File: src/rtl/lsu_ctrl.sv
// Load/store sequencer: decodes memory opcodes, runs one handshaked dmem transaction
// per instruction while stalling the core, and aligns/extends load data.
module lsu_ctrl #(
    parameter int unsigned TIMEOUT_CYCLES = 15
) (
    input  logic        clk_i,
    input  logic        rst_n_i,
    input  logic        instr_valid_i,
    input  logic [5:0]  instr_opcode_i,
    input  logic [31:0] daddr_i,
    input  logic [31:0] dwdata_i,
    output logic        dmem_req_o,
    output logic [31:0] dmem_addr_o,
    output logic [3:0]  dmem_we_o,
    output logic [31:0] dmem_wdata_o,
    input  logic        dmem_ack_i,
    input  logic [31:0] dmem_rdata_i,
    output logic        stall_o,
    output logic [31:0] ld_data_o,
    output logic        ld_valid_o,
    output logic        err_o,
    output logic [1:0]  err_code_o,
    output logic        busy_o
);

    localparam int unsigned CNT_W = (TIMEOUT_CYCLES > 1) ? $clog2(TIMEOUT_CYCLES) : 1;
    localparam logic [CNT_W-1:0] TO_LAST = CNT_W'(TIMEOUT_CYCLES - 1);

    localparam logic [1:0] CODE_MISALIGN = 2'b01;
    localparam logic [1:0] CODE_TIMEOUT  = 2'b10;
    localparam logic [1:0] CODE_ILLEGAL  = 2'b11;

    typedef enum logic [1:0] {
        S_IDLE,
        S_ACCESS,
        S_DONE,
        S_ERR
    } state_e;

    state_e           state_q, state_d;
    logic             is_store_q, is_store_d;
    logic [2:0]       f3_q, f3_d;
    logic [31:0]      addr_q, addr_d;
    logic [31:0]      wdata_q, wdata_d;
    logic [CNT_W-1:0] cnt_q, cnt_d;
    logic [31:0]      ld_data_q, ld_data_d;
    logic [1:0]       err_code_q, err_code_d;

    // Incoming instruction decode (only meaningful while IDLE).
    logic       mem_op;
    logic       in_store;
    logic [2:0] in_f3;
    logic       in_illegal;
    logic       in_misaligned;

    // Gating with rst_n_i keeps stall_o low while reset is held.
    assign mem_op   = rst_n_i & instr_valid_i & instr_opcode_i[5] & ~instr_opcode_i[4];
    assign in_store = instr_opcode_i[3];
    assign in_f3    = instr_opcode_i[2:0];

    always_comb begin
        in_illegal = 1'b1;
        if (in_store) begin
            case (in_f3)
                3'b000, 3'b001, 3'b010: in_illegal = 1'b0;
                default:                in_illegal = 1'b1;
            endcase
        end else begin
            case (in_f3)
                3'b000, 3'b001, 3'b010, 3'b100, 3'b101: in_illegal = 1'b0;
                default:                                in_illegal = 1'b1;
            endcase
        end
    end

    always_comb begin
        case (in_f3[1:0])
            2'b01:   in_misaligned = daddr_i[0];
            2'b10:   in_misaligned = (daddr_i[1:0] != 2'b00);
            default: in_misaligned = 1'b0;
        endcase
    end

    // Store lane placement from the latched access.
    logic [3:0]  st_we;
    logic [31:0] st_wdata;

    always_comb begin
        st_we    = 4'b0000;
        st_wdata = wdata_q;
        case (f3_q[1:0])
            2'b00: begin
                st_we    = 4'b0001 << addr_q[1:0];
                st_wdata = {4{wdata_q[7:0]}};
            end
            2'b01: begin
                st_we    = addr_q[1] ? 4'b1100 : 4'b0011;
                st_wdata = {2{wdata_q[15:0]}};
            end
            default: begin
                st_we    = 4'b1111;
                st_wdata = wdata_q;
            end
        endcase
    end

    // Load lane extraction and extension from the latched offset.
    logic [7:0]  ld_byte;
    logic [15:0] ld_half;
    logic [31:0] ld_ext;

    always_comb begin
        case (addr_q[1:0])
            2'b00:   ld_byte = dmem_rdata_i[7:0];
            2'b01:   ld_byte = dmem_rdata_i[15:8];
            2'b10:   ld_byte = dmem_rdata_i[23:16];
            default: ld_byte = dmem_rdata_i[31:24];
        endcase
        ld_half = addr_q[1] ? dmem_rdata_i[31:16] : dmem_rdata_i[15:0];
        case (f3_q)
            3'b000:  ld_ext = {{24{ld_byte[7]}}, ld_byte};
            3'b001:  ld_ext = {{16{ld_half[15]}}, ld_half};
            3'b100:  ld_ext = {24'h000000, ld_byte};
            3'b101:  ld_ext = {16'h0000, ld_half};
            default: ld_ext = dmem_rdata_i;
        endcase
    end

    // Next-state and output logic.
    always_comb begin
        state_d      = state_q;
        is_store_d   = is_store_q;
        f3_d         = f3_q;
        addr_d       = addr_q;
        wdata_d      = wdata_q;
        cnt_d        = cnt_q;
        ld_data_d    = ld_data_q;
        err_code_d   = err_code_q;
        dmem_req_o   = 1'b0;
        dmem_addr_o  = 32'h0000_0000;
        dmem_we_o    = 4'b0000;
        dmem_wdata_o = 32'h0000_0000;
        stall_o      = 1'b0;
        ld_valid_o   = 1'b0;
        err_o        = 1'b0;

        case (state_q)
            S_IDLE: begin
                if (mem_op) begin
                    stall_o    = 1'b1;
                    is_store_d = in_store;
                    f3_d       = in_f3;
                    addr_d     = daddr_i;
                    wdata_d    = dwdata_i;
                    cnt_d      = '0;
                    if (in_illegal) begin
                        err_code_d = CODE_ILLEGAL;
                        state_d    = S_ERR;
                    end else if (in_misaligned) begin
                        err_code_d = CODE_MISALIGN;
                        state_d    = S_ERR;
                    end else begin
                        state_d = S_ACCESS;
                    end
                end
            end
            S_ACCESS: begin
                dmem_req_o   = 1'b1;
                dmem_addr_o  = {addr_q[31:2], 2'b00};
                dmem_we_o    = is_store_q ? st_we : 4'b0000;
                dmem_wdata_o = st_wdata;
                stall_o      = 1'b1;
                cnt_d        = cnt_q + 1'b1;
                // Ack takes priority over an expiring timeout in the same cycle.
                if (dmem_ack_i) begin
                    if (!is_store_q) begin
                        ld_data_d = ld_ext;
                    end
                    state_d = S_DONE;
                end else if ((TIMEOUT_CYCLES > 0) && (cnt_q == TO_LAST)) begin
                    err_code_d = CODE_TIMEOUT;
                    state_d    = S_ERR;
                end
            end
            S_DONE: begin
                ld_valid_o = ~is_store_q;
                state_d    = S_IDLE;
            end
            S_ERR: begin
                err_o   = 1'b1;
                state_d = S_IDLE;
            end
            default: state_d = S_IDLE;
        endcase
    end

    always_ff @(posedge clk_i or negedge rst_n_i) begin
        if (!rst_n_i) begin
            state_q    <= S_IDLE;
            is_store_q <= 1'b0;
            f3_q       <= 3'b000;
            addr_q     <= 32'h0000_0000;
            wdata_q    <= 32'h0000_0000;
            cnt_q      <= '0;
            ld_data_q  <= 32'h0000_0000;
            err_code_q <= 2'b00;
        end else begin
            state_q    <= state_d;
            is_store_q <= is_store_d;
            f3_q       <= f3_d;
            addr_q     <= addr_d;
            wdata_q    <= wdata_d;
            cnt_q      <= cnt_d;
            ld_data_q  <= ld_data_d;
            err_code_q <= err_code_d;
        end
    end

    assign ld_data_o  = ld_data_q;
    assign err_code_o = err_code_q;
    assign busy_o     = (state_q != S_IDLE);

endmodule

File: config.mk
export PLATFORM = sky130hd
export DESIGN_NAME = lsu_ctrl
export DESIGN_NICKNAME = d
export VERILOG_FILES = /design/src/rtl/lsu_ctrl.sv
export SDC_FILE = /design/constraint.sdc
export NUM_CORES = 1
export LEC_CHECK = 0
export CORE_MARGIN = 10
export CORE_UTILIZATION = 60
export CTS_CLUSTER_DIAMETER = 30
export DETAILED_ROUTE_END_ITERATION = 8
export DONT_BUFFER_PORTS = 1
export PLACE_DENSITY = 0.85
export SKIP_LAST_GASP = 1
export SLEW_MARGIN = 15
export SYNTH_ARGS = -nofsm -noshare
export SYNTH_HDL_FRONTEND = slang
export SYNTH_SLANG_ARGS = --single-unit
File: constraint.sdc
create_clock -name clk_i -period 2.2 [get_ports clk_i]
set_input_delay 0.22 -clock clk_i [delete_from_list [all_inputs] [get_ports clk_i]]
set_output_delay 0.22 -clock clk_i [all_outputs]
set_load 0.01 [all_outputs]
# After elaboration in Yosys (flattened, before gate mapping)
# Index checks and enable logic that the tools add are counted.
[totals]
in_bits = 106
out_inout_bits = 107
elab_cells = 85
register_bits = 108
[classes]
mux = 33
shift = 1
n_bitwise = 5
add_sub_neg = 1
reduce_logical = 16
eq_ne = 21
[op_table]
columns = ["cell", "count"]
rows = [
  ["32-bit one-hot mux with 4 select lines", 1],
  ["32-bit two-way mux", 2],
  ["32-bit one-hot mux with 2 select lines", 1],
  ["8-bit one-hot mux with 3 select lines", 1],
  ["2-bit two-way mux", 10],
  ["16-bit two-way mux", 1],
  ["4-bit two-way mux", 4],
  ["4-bit one-hot mux with 2 select lines", 2],
  ["3-bit == test (second input constant)", 4],
  ["2-bit by 1-bit == test with 1-bit output (second input constant)", 4],
  ["2-bit == test (second input constant)", 4],
  ["1-bit two-way mux", 7],
  ["3-bit by 1-bit == test with 1-bit output (second input constant)", 2],
  ["2-bit logical NOT", 3],
  ["3-bit logical NOT", 2],
  ["2-bit inequality test (second input constant)", 3],
  ["3-bit inequality test (second input constant)", 2],
  ["2-bit one-hot mux with 3 select lines", 1],
  ["2-bit AND reduction", 3],
  ["2-bit nonzero test", 3],
  ["5-bit AND reduction", 1],
  ["5-bit OR reduction", 1],
  ["4-bit by 1-bit adder with 4-bit output (second input constant)", 1],
  ["4-bit == test (second input constant)", 1],
  ["9 further kinds", 13],
]

# Logic depth before layout (Yosys ltp)
# Gate-level depths: netlist of the first run.
[depth]
ltp_word = 7
mapped_depth = 7
ltp_nobuf = 6

# Worst setup path after synthesis of the first run
# Ideal clock, no wire load.
[synth_path]
kind = "register -> output"
from = "register state_q[0]"
to = "output port stall_o"
required_time_ns = 1.980
path_buffers = 3
arrival_time_ns = 1.455
path_stages_with_launch = 7
setup_slack_ns = 0.525
path_cell_list = "dfrtp_1 or2_1 or2_1 buf_6 buf_6 clkbuf_1 nand2_1"
[synth_via]
elab_chain_len = 2
word_cells_on_any_way = 3
classes_between = "1 x eq/ne; 1 x mux; 1 x reduce/logical"
[synth_rtl]
columns = ["item", "line", "rtl"]
rows = [
  ["start, declared", "40", "state_e state_q, state_d;"],
  ["start signal, assigned", "208", "state_q <= state_d;"],
  ["2-bit by 1-bit == test with 1-bit output / 2-bit logical NOT (equally long branches)", "147", "case (state_q)"],
  ["1-bit one-hot mux with 2 select lines (*)", "147", ""],
  ["end, declared", "18", "output logic stall_o,"],
]
# Every way passes the cells marked *; elsewhere a longest branch is shown, timed or not.

# Final worst setup path of the first run
[layout_path]
from = "register state_q[1]"
to = "output port stall_o"
# Same word-level chain as after synthesis.

==> flow_summary.ini, run 1 <==
[run_status]
status = finished with violations
violations = hold timing

[global_route]
grt_use_met3_pct = 9.922
grt_pass1_vias = 4431
gr-max-usage-layer = met2
grt_max_degree = 110
use_met1_pct = 23.44
overflow = 0
grt.total_usage_pct = 21.95
antenna_found_initial = 1
met2_usage_pct = 38.38
grt_first_pass_wirelength_um = 23360

[critical_path]
crit_arrival_ns = 1.88
start_kind = register
crit_start = state_q[1]
ff2ff_path_depth = 5
critPathKind = register to output port
r2r_start = state_q[1]
critPathRequiredTime_ns = 1.98
reg2reg_slack_ns = 0.28
r2r_end = ld_data_o[7]
cp-end-kind = output port
crit_path_max_fanout = 39

[route]
drt_iter0_markers = 420
dr.pass1.iters = 5
vias_per_cell = 6.259
vias = 4281
wirelength_um = 15520
ant_nets = 0
drcViolationCount = 0
routedWlPerCell_um = 22.69

[timing]
slew_viol_final = 0
rsz0062_at_grt = no
period_needed_ns = 2.101
max-slew-margin-rel_pct = 46.87
setup_violations = 0
max_freq_mhz = 476.0
final.setup.tns_ns = 0
final.setup.worst_slack_ns = 0.09909
tightest_slew_ns = 0.7952
hold_viol = 108
holdWs_ns = -0.4548
fin_crit_sh_pct = 95.50
finClkSkew_ns = 0.009716

[clocking]
htreeDepth = 3
cts_root_buf = clkbuf_8
clk_pin_slew_ns = 0.11
insertion_delay_ns = 0.36
clock_sinks = 108
cts_buffer_depth = 2
cts_tree = yes
cts_setup_buffers = 0
numCtsBuffers = 9

[placement]
gp_congestion = 0.8136
io_buffers = 0
preCtsSetupSlack_ns = 0.2725
dp_hpwl_um = 11030

[synthesis]
netlist.top_cell.by_area = dfrtp_1
synth.area.top_cells = dfrtp_1 (49%), mux2_2 (14%), and2_1 (4.5%)
synth_cell_types = 48
yosysWarnings = 0
async_flop_share_pct = 100.0
synth_area_um2 = 5529
synth_seq_cells = 108
synth_edf_count = 0
synth.top_cell.area_share_pct = 48.88
avgSynthCellArea_um2 = 10.47
synthCells = 528
ys_seq_area_share_pct = 48.88
ys.flop_type = dfrtp_1

[cells_and_area]
nFillCells = 591
drive_gt1_share_pct = 20.00
areaGrowthSynthToFinish_pct = 16.11
nets = 681

[die]
start_util_pct = 62.49
core_um2 = 8848
dieWidth_um = 116.0
num_io_pins = 213
die_area_um2 = 13450
chipHeight_um = 116.0
num_rows = 34

[power]
leakage_nw = 2.847
power.net_switching_mw = 2.192
peakVddDrop_mv = 0.6554
combPwrFrac_pct = 26.3
pwr-share-clk_pct = 20.9
sw_frac_of_total_pct = 34.11
p_int_mw = 4.235
power-per-cell-area_nw_per_um2 = 1001
seqPwrFrac_pct = 52.7

[hold_path]
hold_class = primary input to async pin

[run]
maxCapViolations = 0
## cells in the final DEF, fill, tap and decap left out, types with 2 or more instances in the layout
| cell | Yosys | routed |
|---|---|---|
| o21ai_0 | 16 | 16 |
| mux2i_1 | 18 | 18 |
| nand2b_1 | 3 | 2 |
| buf_4 | 3 | 10 |
| nor3b_1 | 5 | 5 |
| nand2_1 | 44 | 44 |
| nand3_1 | 38 | 38 |
| conb_1 | 1 | 2 |
| a21o_1 | 2 | 2 |
| a22o_1 | 8 | 8 |
| ha_1 | 5 | 5 |
| nor2_1 | 42 | 41 |
| inv_1 | 8 | 8 |
| dfrtp_1 | 108 | 107 |
| mux2_2 | 69 | 69 |
| a211oi_1 | 7 | 7 |
| o21bai_1 | 2 | 2 |
| or2_1 | 3 | 2 |
| dlygate4sd3_1 | 0 | 56 |
| and2_1 | 40 | 40 |
| buf_12 | 0 | 2 |
| nor3_1 | 13 | 13 |
| a21oi_1 | 22 | 22 |
| o22a_1 | 7 | 7 |
| nand3b_1 | 2 | 2 |
| a31o_2 | 6 | 6 |
| bufinv_16 | 0 | 2 |
| clkbuf_8 | 0 | 10 |
## metrics by stage
stage | utilization, % | cells | total power, mW | area (µm²) | hold WS (ns)
3_5_place_dp | 63.43 | 610 | 5.017 | 5613 | -0.07044
6_report | 72.55 | 684 | 6.427 | 6420 | -0.4548
4_1_cts | 70.18 | 663 | 6.414 | 6210 | -0.4697
5_1_grt | 72.55 | 684 | 6.851 | 6420 | -0.4960
2_1_floorplan | - | 529 | 4.559 | 5533 | -0.07559
3_3_place_gp | 63.43 | 610 | 4.891 | 5613 | -0.07143
## power groups by stage
| stage | registers, mW | clock network [mW] | logic [mW] |
|---|---|---|---|
| 2_1_floorplan | 3.17 | 0 | 1.39 |
| 4_1_cts | 3.38 | 1.38 | 1.65 |
| 6_report | 3.39 | 1.35 | 1.69 |
| 5_1_grt | 3.49 | 1.46 | 1.90 |
| 3_5_place_dp | 3.43 | 0 | 1.59 |
| 3_3_place_gp | 3.37 | 0 | 1.52 |
## cells in the mapped netlist (5+ instances only)
master    number
buf_2         15
nor3b_1        5
ha_1           5
nand3_1       38
inv_1          8
clkbuf_1      15
mux2_2        69
o21ai_0       16
dfrtp_1      108
a22o_1         8
nor2_1        42
mux2i_1       18
and2_1        40
a31o_2         6
a211oi_1       7
nand2_1       44
o22a_1         7
a21oi_1       22
nor3_1        13
## how the worst max path moves through the flow
stage,end,slack (ns),depth (start not counted)
after floorplan,stall_o,0.52,6
after global placement,addr_q[13],0.34,4
after detailed placement,ld_data_o[7],0.27,5
after CTS,stall_o,0.004,4
after global routing,dmem_we_o[1],0.009,5
final,stall_o,0.1,4
## worst max-delay path, cell delays in order (launching register included)
cell	delay, ns
dfrtp_1	0.47
or2_1	0.34
or2_4	0.36
buf_12	0.21
nand2_1	0.14
## flip-flops by register name (all words and copies together), names as in the netlist
signal,count
cnt_q,4
is_store_q,1
addr_q,32
err_code_o,2
wdata_q,32
ld_data_o,32
f3_q,3
state_q,2
## cell type report
cell class	instances	area [µm²]	area share, %
tap	108	135.1	2.105
timing repair buffer	69	686.9	10.70
clock buffer	11	141.4	2.202
antenna	1	2.502	0.03898
clock inverter	5	85.08	1.325
sequential	108	2706	42.16
inverter	9	33.78	0.5262
multi-input combinational	373	2629	40.95
## per-layer routing
layer	wire length, µm	part of all wire (%)	up-vias
li1	-	-	1929
met1	5299	34	2092
met2	8003	52	233
met3	1917	12	27
met4	301	1.9	0
met5	0	0	-
## cells by family after synthesis
group	after synthesis	share of synthesized area, %
and+or+nand+nor	196	17.56
DFF	108	48.88
muxes	88	17.72
AOI/OAI and AO/OA	79	10.16
buffers and inverters	49	4.163
adders and majority gates	5	1.131
xor gates and xnor gates	2	0.3169
other	1	0.06782
## timing repair
action	in CTS	in global routing
hold buffers	37	19
hold endpoints to repair	145	127
gates resized for setup	0	4
setup endpoints to repair	0	8
(Power assumes the default switching activity.)
==> run 2: changes to the inputs <==
--- a/config.mk
+++ b/config.mk
@@ -6,11 +6,11 @@
 export NUM_CORES = 1
 export LEC_CHECK = 0
 export CORE_MARGIN = 10
-export CORE_UTILIZATION = 60
+export CORE_UTILIZATION = 57
 export CTS_CLUSTER_DIAMETER = 30
 export DETAILED_ROUTE_END_ITERATION = 8
 export DONT_BUFFER_PORTS = 1
-export PLACE_DENSITY = 0.85
+export PLACE_DENSITY = 0.84
 export SKIP_LAST_GASP = 1
 export SLEW_MARGIN = 15
 export SYNTH_ARGS = -nofsm -noshare
==> constraint.sdc (replaced) <==
create_clock -name clk_i -period 1.9 [get_ports clk_i]
set_input_delay 0.19 -clock clk_i [delete_from_list [all_inputs] [get_ports clk_i]]
set_output_delay 0.19 -clock clk_i [all_outputs]
set_load 0.01 [all_outputs]
==> run 2 against run 1 <==
Effect of this change:
- the run still ends with hold timing left
- global-route usage increased by 1.6 points
- final cell count increased by 8.8%
- clock skew decreased by 0.0022 ns
- via count increased by 5.8%
- critical path depth unchanged
- routed wire length increased by 10%
- combinational power increased by 31%
- power increased by 14%
- sequential power increased by 16%
- die area increased by 4.3%
==> flow_summary.ini, run 2 (synthesis gave the netlist of run 1 again) <==
[die]
die_area_um2 = 14040
num_rows = 35
start_util_pct = 59.28
num_io_pins = 213
core_um2 = 9328
dieWidth_um = 118.5
chipHeight_um = 118.5

[placement]
dp_hpwl_um = 11290
dp_cells = 641
preCtsSetupSlack_ns = 0.06626
gp_congestion = 0.8683
io_buffers = 0

[critical_path]
r2r_end = addr_q[22]
slowest_delay_ns = 0.46
worstSetupEndpoint = stall_o
cpMaxStageDelayCell = dfrtp_2
crit_arrival_ns = 1.65
start_kind = register
reg2reg_slack_ns = 0.07
ff2ff_path_depth = 5
critPathRequiredTime_ns = 1.71
crit_path_max_fanout = 24
cp_common_cell = or2_4
path_buf_inv = 1
cp-end-kind = output port
critPathKind = register to output port
r2r_start = state_q[0]
path_delay_family = simple AND/OR/NAND/NOR gates
worstPathCellList = or2_4, or2_4, buf_16, nand2_2
critical_path_depth = 4
crit_start = state_q[0]

[power]
leakage_nw = 2.992
peakVddDrop_mv = 0.6443
combPwrFrac_pct = 30.1
p_int_mw = 4.703
sw_frac_of_total_pct = 36.07
pwr-share-clk_pct = 16.5
power-per-cell-area_nw_per_um2 = 1081
seqPwrFrac_pct = 53.3
power.net_switching_mw = 2.653

[global_route]
grt_max_degree = 110
overflow = 0
grt_pass1_vias = 4897
antenna_found_initial = 2
grt_first_pass_wirelength_um = 27320
grt.total_usage_pct = 23.57

[clocking]
clock_sinks = 108
htreeDepth = 3
insertion_delay_ns = 0.35
numCtsBuffers = 9
cts_tree = yes
cts_buffer_depth = 2
clk_pin_slew_ns = 0.10
cts_root_buf = clkbuf_8

[run]
maxCapViolations = 0

[timing]
max-slew-margin-rel_pct = 44.61
final.setup.worst_slack_ns = 0.06212
fin_crit_sh_pct = 96.73
tightest_slew_ns = 0.8291
setup_violations = 0
rsz0062_at_grt = yes
max_freq_mhz = 544.1
hold_viol = 108
finClkSkew_ns = 0.007527
slew_viol_final = 0
period_needed_ns = 1.838
holdWs_ns = -0.4782

[route]
drcViolationCount = 0
wirelength_um = 17140
vias = 4528
dr.pass1.iters = 5
vias_per_cell = 6.086
routedWlPerCell_um = 23.03
ant_nets = 0
drt_iter0_markers = 371

[cells_and_area]
final_cell_mix = dfrtp_1 (104), dlygate4sd3_1 (78), mux2_2 (69)
final_common_cell = dfrtp_1
multi_input_area_um2 = 2651
nFillCells = 623
regArea_um2 = 2708
final_core_util_pct = 72.96
areaGrowthSynthToFinish_pct = 23.08
drive_gt1_share_pct = 22.35
nets = 720
finalNonFillerCells = 744

[run_status]
status = finished with violations
violations = hold timing

[hold_path]
hold_class = primary input to async pin
-- run 2: changes by cell type in the layout (fill, tap and decap cells not counted), sizes merged --
cell | before | now
bufinv | 2 | 0
clkinvlp | 1 | 3
buf | 13 | 30
diode | 1 | 2
dlygate4sd3 | 56 | 78
inv | 10 | 9
clkbuf | 11 | 12
or2 | 4 | 3
-- run 2: layer usage --
layer  vias to the layer above  track usage (%)  share of wire [%]
met2                       249            40.19                 50
met3                        47            9.234                 10
met4                         0            9.237                2.7
li1                       1998                -                  -
met5                         -                0                  0
met1                      2234            25.88                 37
-- run 2: final cells by class --
| cell class | count | share of cell area, % |
|---|---|---|
| diodes | 2 | 0.07354 |
| flip-flops and latches | 108 | 39.79 |
| repair buffers | 109 | 15.98 |
| inverters | 9 | 0.4964 |
| well taps | 129 | 2.372 |
| clock inverters | 4 | 0.4045 |
| clock buffers | 11 | 1.931 |
| multi-input cells | 372 | 38.96 |
-- run 2: worst min path at each step --
stage	end	slack (ns)	cells past startpoint
3_3_place_gp	addr_q[23]	-0.10	0
2_1_floorplan	addr_q[0]	-0.11	0
6_report	addr_q[28]	-0.48	0
4_1_cts	addr_q[28]	-0.50	0
3_5_place_dp	addr_q[28]	-0.10	0
5_1_grt	addr_q[28]	-0.51	0
-- run 2: power groups by stage --
stage / Sequential [mW] / Clock (mW) / Combinational, mW
floorplan: 3.67 / 0 / 1.61
global placement: 3.90 / 0 / 1.83
detailed placement: 3.96 / 0 / 1.94
CTS: 3.90 / 1.24 / 2.11
global route: 4.03 / 1.35 / 2.43
finish: 3.92 / 1.22 / 2.22
-- run 2: stage by stage --
stage          instance area, µm²  setup TNS [ns]  power, mW  hold WS [ns]
2_1_floorplan                5533               0      5.278       -0.1056
3_3_place_gp                 5727               0      5.729       -0.1013
3_5_place_dp                 5727               0      5.895       -0.1015
4_1_cts                      6670       -0.001317      7.250       -0.4971
5_1_grt                      6805        -0.02983      7.811       -0.5150
6_report                     6805               0      7.356       -0.4782
-- run 2: timing repair --
| item | in CTS | in global routing |
|---|---|---|
| cloned | 0 | 1 |
| endpoints found under the hold margin | 184 | 110 |
| pin swaps | 1 | 1 |
| resized for setup | 1 | 14 |
| buffers inserted | 3 | 4 |
| hold buffers | 76 | 2 |
| setup endpoints to repair | 2 | 44 |
-- run 2: worst register-to-register path: stages, from the launching register on --
cell and delay [ns]:
dfrtp_2 0.46, or2_4 0.27, or2_4 0.28, buf_4 0.20, buf_4 0.22, mux2_2 0.30
==> run 3: changes to the inputs <==
--- a/config.mk
+++ b/config.mk
@@ -5,12 +5,13 @@
 export SDC_FILE = /design/constraint.sdc
 export NUM_CORES = 1
 export LEC_CHECK = 0
+export CORE_ASPECT_RATIO = 1.1
 export CORE_MARGIN = 10
-export CORE_UTILIZATION = 57
+export CORE_UTILIZATION = 50
 export CTS_CLUSTER_DIAMETER = 30
 export DETAILED_ROUTE_END_ITERATION = 8
 export DONT_BUFFER_PORTS = 1
-export PLACE_DENSITY = 0.84
+export PLACE_DENSITY = 0.77
 export SKIP_LAST_GASP = 1
 export SLEW_MARGIN = 15
 export SYNTH_ARGS = -nofsm -noshare
==> run 3 against run 2 <==
Effect of this change:
- the run still ends with hold timing left
- critical path type unchanged
- routed wire length fell by 2.6%
- combinational power is 5% lower
- largest cell class unchanged
- worst setup slack improved by 0.0086 ns
- die area increased by 12%
- global-route usage is 2.7 points lower
- final cell count up 1.7%
- sequential power is essentially flat
- via count down 3.0%
- register-to-register slack improved by 0.02 ns
==> flow_summary.ini, run 3 (synthesis gave the netlist of run 1 again) <==
[global_route]
grt_pass1_vias = 4698
grt.total_usage_pct = 20.86
overflow = 0
antenna_found_initial = 1
grt_first_pass_wirelength_um = 25790
grt_max_degree = 110

[timing]
max-slew-margin-rel_pct = 60.78
finClkSkew_ns = 0.006228
hold_viol = 108
fin_crit_sh_pct = 96.28
slew_viol_final = 0
max_freq_mhz = 546.7
rsz0062_at_grt = yes
tightest_slew_ns = 0.5871
setup_violations = 0
period_needed_ns = 1.829
holdWs_ns = -0.4623

[cells_and_area]
drive_gt1_share_pct = 22.17
areaGrowthSynthToFinish_pct = 24.39
final_area_um2 = 6878
nFillCells = 822
final_common_cell = dfrtp_1
final_cell_mix = dfrtp_1 (105), dlygate4sd3_1 (76), mux2_2 (69)
nets = 716

[route]
dr.pass1.iters = 4
routedWlPerCell_um = 22.04
drcViolationCount = 0
vias_per_cell = 5.799
wirelength_um = 16680
vias = 4390
drt_iter0_markers = 450
ant_nets = 0

[run]
maxCapViolations = 0

[critical_path]
critPathKind = register to output port
crit_path_max_fanout = 35
r2r_start = state_q[0]
worstSetupEndpoint = stall_o
r2r_end = addr_q[13]
critPathRequiredTime_ns = 1.71
reg2reg_slack_ns = 0.09
crit_arrival_ns = 1.64
start_kind = register
cp-end-kind = output port
ff2ff_path_depth = 5
crit_start = state_q[0]

[die]
core_um2 = 10860
chipHeight_um = 130.3
num_io_pins = 213
dieWidth_um = 120.3
start_util_pct = 50.91
die_area_um2 = 15670
num_rows = 40

[run_status]
status = finished with violations
violations = hold timing

[clocking]
htreeDepth = 3
cts_root_buf = clkbuf_16
cts_tree = yes
numCtsBuffers = 9
cts_buffer_depth = 2
clock_sinks = 108
insertion_delay_ns = 0.34
clk_pin_slew_ns = 0.07

[hold_path]
hold_class = primary input to async pin

[power]
power-per-cell-area_nw_per_um2 = 1156
peakVddDrop_mv = 0.5740
leakage_nw = 3.043
finalPower_mw = 7.953

[placement]
io_buffers = 0
gp_congestion = 0.8330
placed_area_um2 = 5779
dp_hpwl_um = 11510
-- run 3: how the worst min path moves through the flow --
stage	start	slack, ns	to	cells past startpoint
floorplan	rst_n_i	-0.11	addr_q[0]	0
global placement	rst_n_i	-0.10	addr_q[25]	0
detailed placement	rst_n_i	-0.1	addr_q[25]	0
CTS	rst_n_i	-0.47	addr_q[25]	0
global route	rst_n_i	-0.48	addr_q[27]	0
finish	rst_n_i	-0.46	addr_q[25]	0
-- run 3: worst max-delay path, cell delays in order (launching register included) --
cell,delay [ns]
dfrtp_1,0.42
or2_1,0.30
or2_4,0.27
buf_12,0.18
nand2_2,0.11
-- run 3: repair_timing --
item | 4_1_cts | 5_1_grt
hold buffers | 75 | 1
pin swaps | 1 | 0
gates resized for setup | 1 | 7
endpoints found under the setup margin | 3 | 21
gates cloned | 1 | 0
buffers inserted | 1 | 0
endpoints found under the hold margin | 183 | 109
-- run 3: cell type report --
type                    instances  area (µm²)  area share, %
flip-flops and latches        108        2706          39.35
inverters                       9       33.78         0.4912
clock buffers                  12       256.5          3.729
multi-input cells             373        2640          38.38
diodes                          1       2.502        0.03638
repair buffers                104        1008          14.66
clock inverters                 3       46.29         0.6731
well taps                     147       183.9          2.674
-- run 3: power by group --
group	total, mW	leakage (nW)	internal (mW)	switching [mW]
combinational	2.10	1.58	1.10	1.00
sequential	3.92	1.32	3.09	0.831
clock	1.92	0.145	1.09	0.834
-- run 3: through the flow --
stage          utilization (%)  std cells  hold slack, ns  setup slack, ns  setup TNS (ns)
2_1_floorplan                -        529         -0.1056           0.2527               0
3_3_place_gp             53.21        663         -0.1005           0.2277               0
3_5_place_dp             53.21        663        -0.09995          0.09390               0
4_1_cts                  63.06        755         -0.4746          0.02065               0
5_1_grt                  63.33        757         -0.4797         -0.01605        -0.03042
6_report                 63.33        757         -0.4623          0.07076               0
-- run 3: per-layer routing --
metal  track usage [%]  wire, µm
met1             21.89      5944
met3             9.248      1990
met5                 0         0
met2             35.88      8428
met4             8.807       321
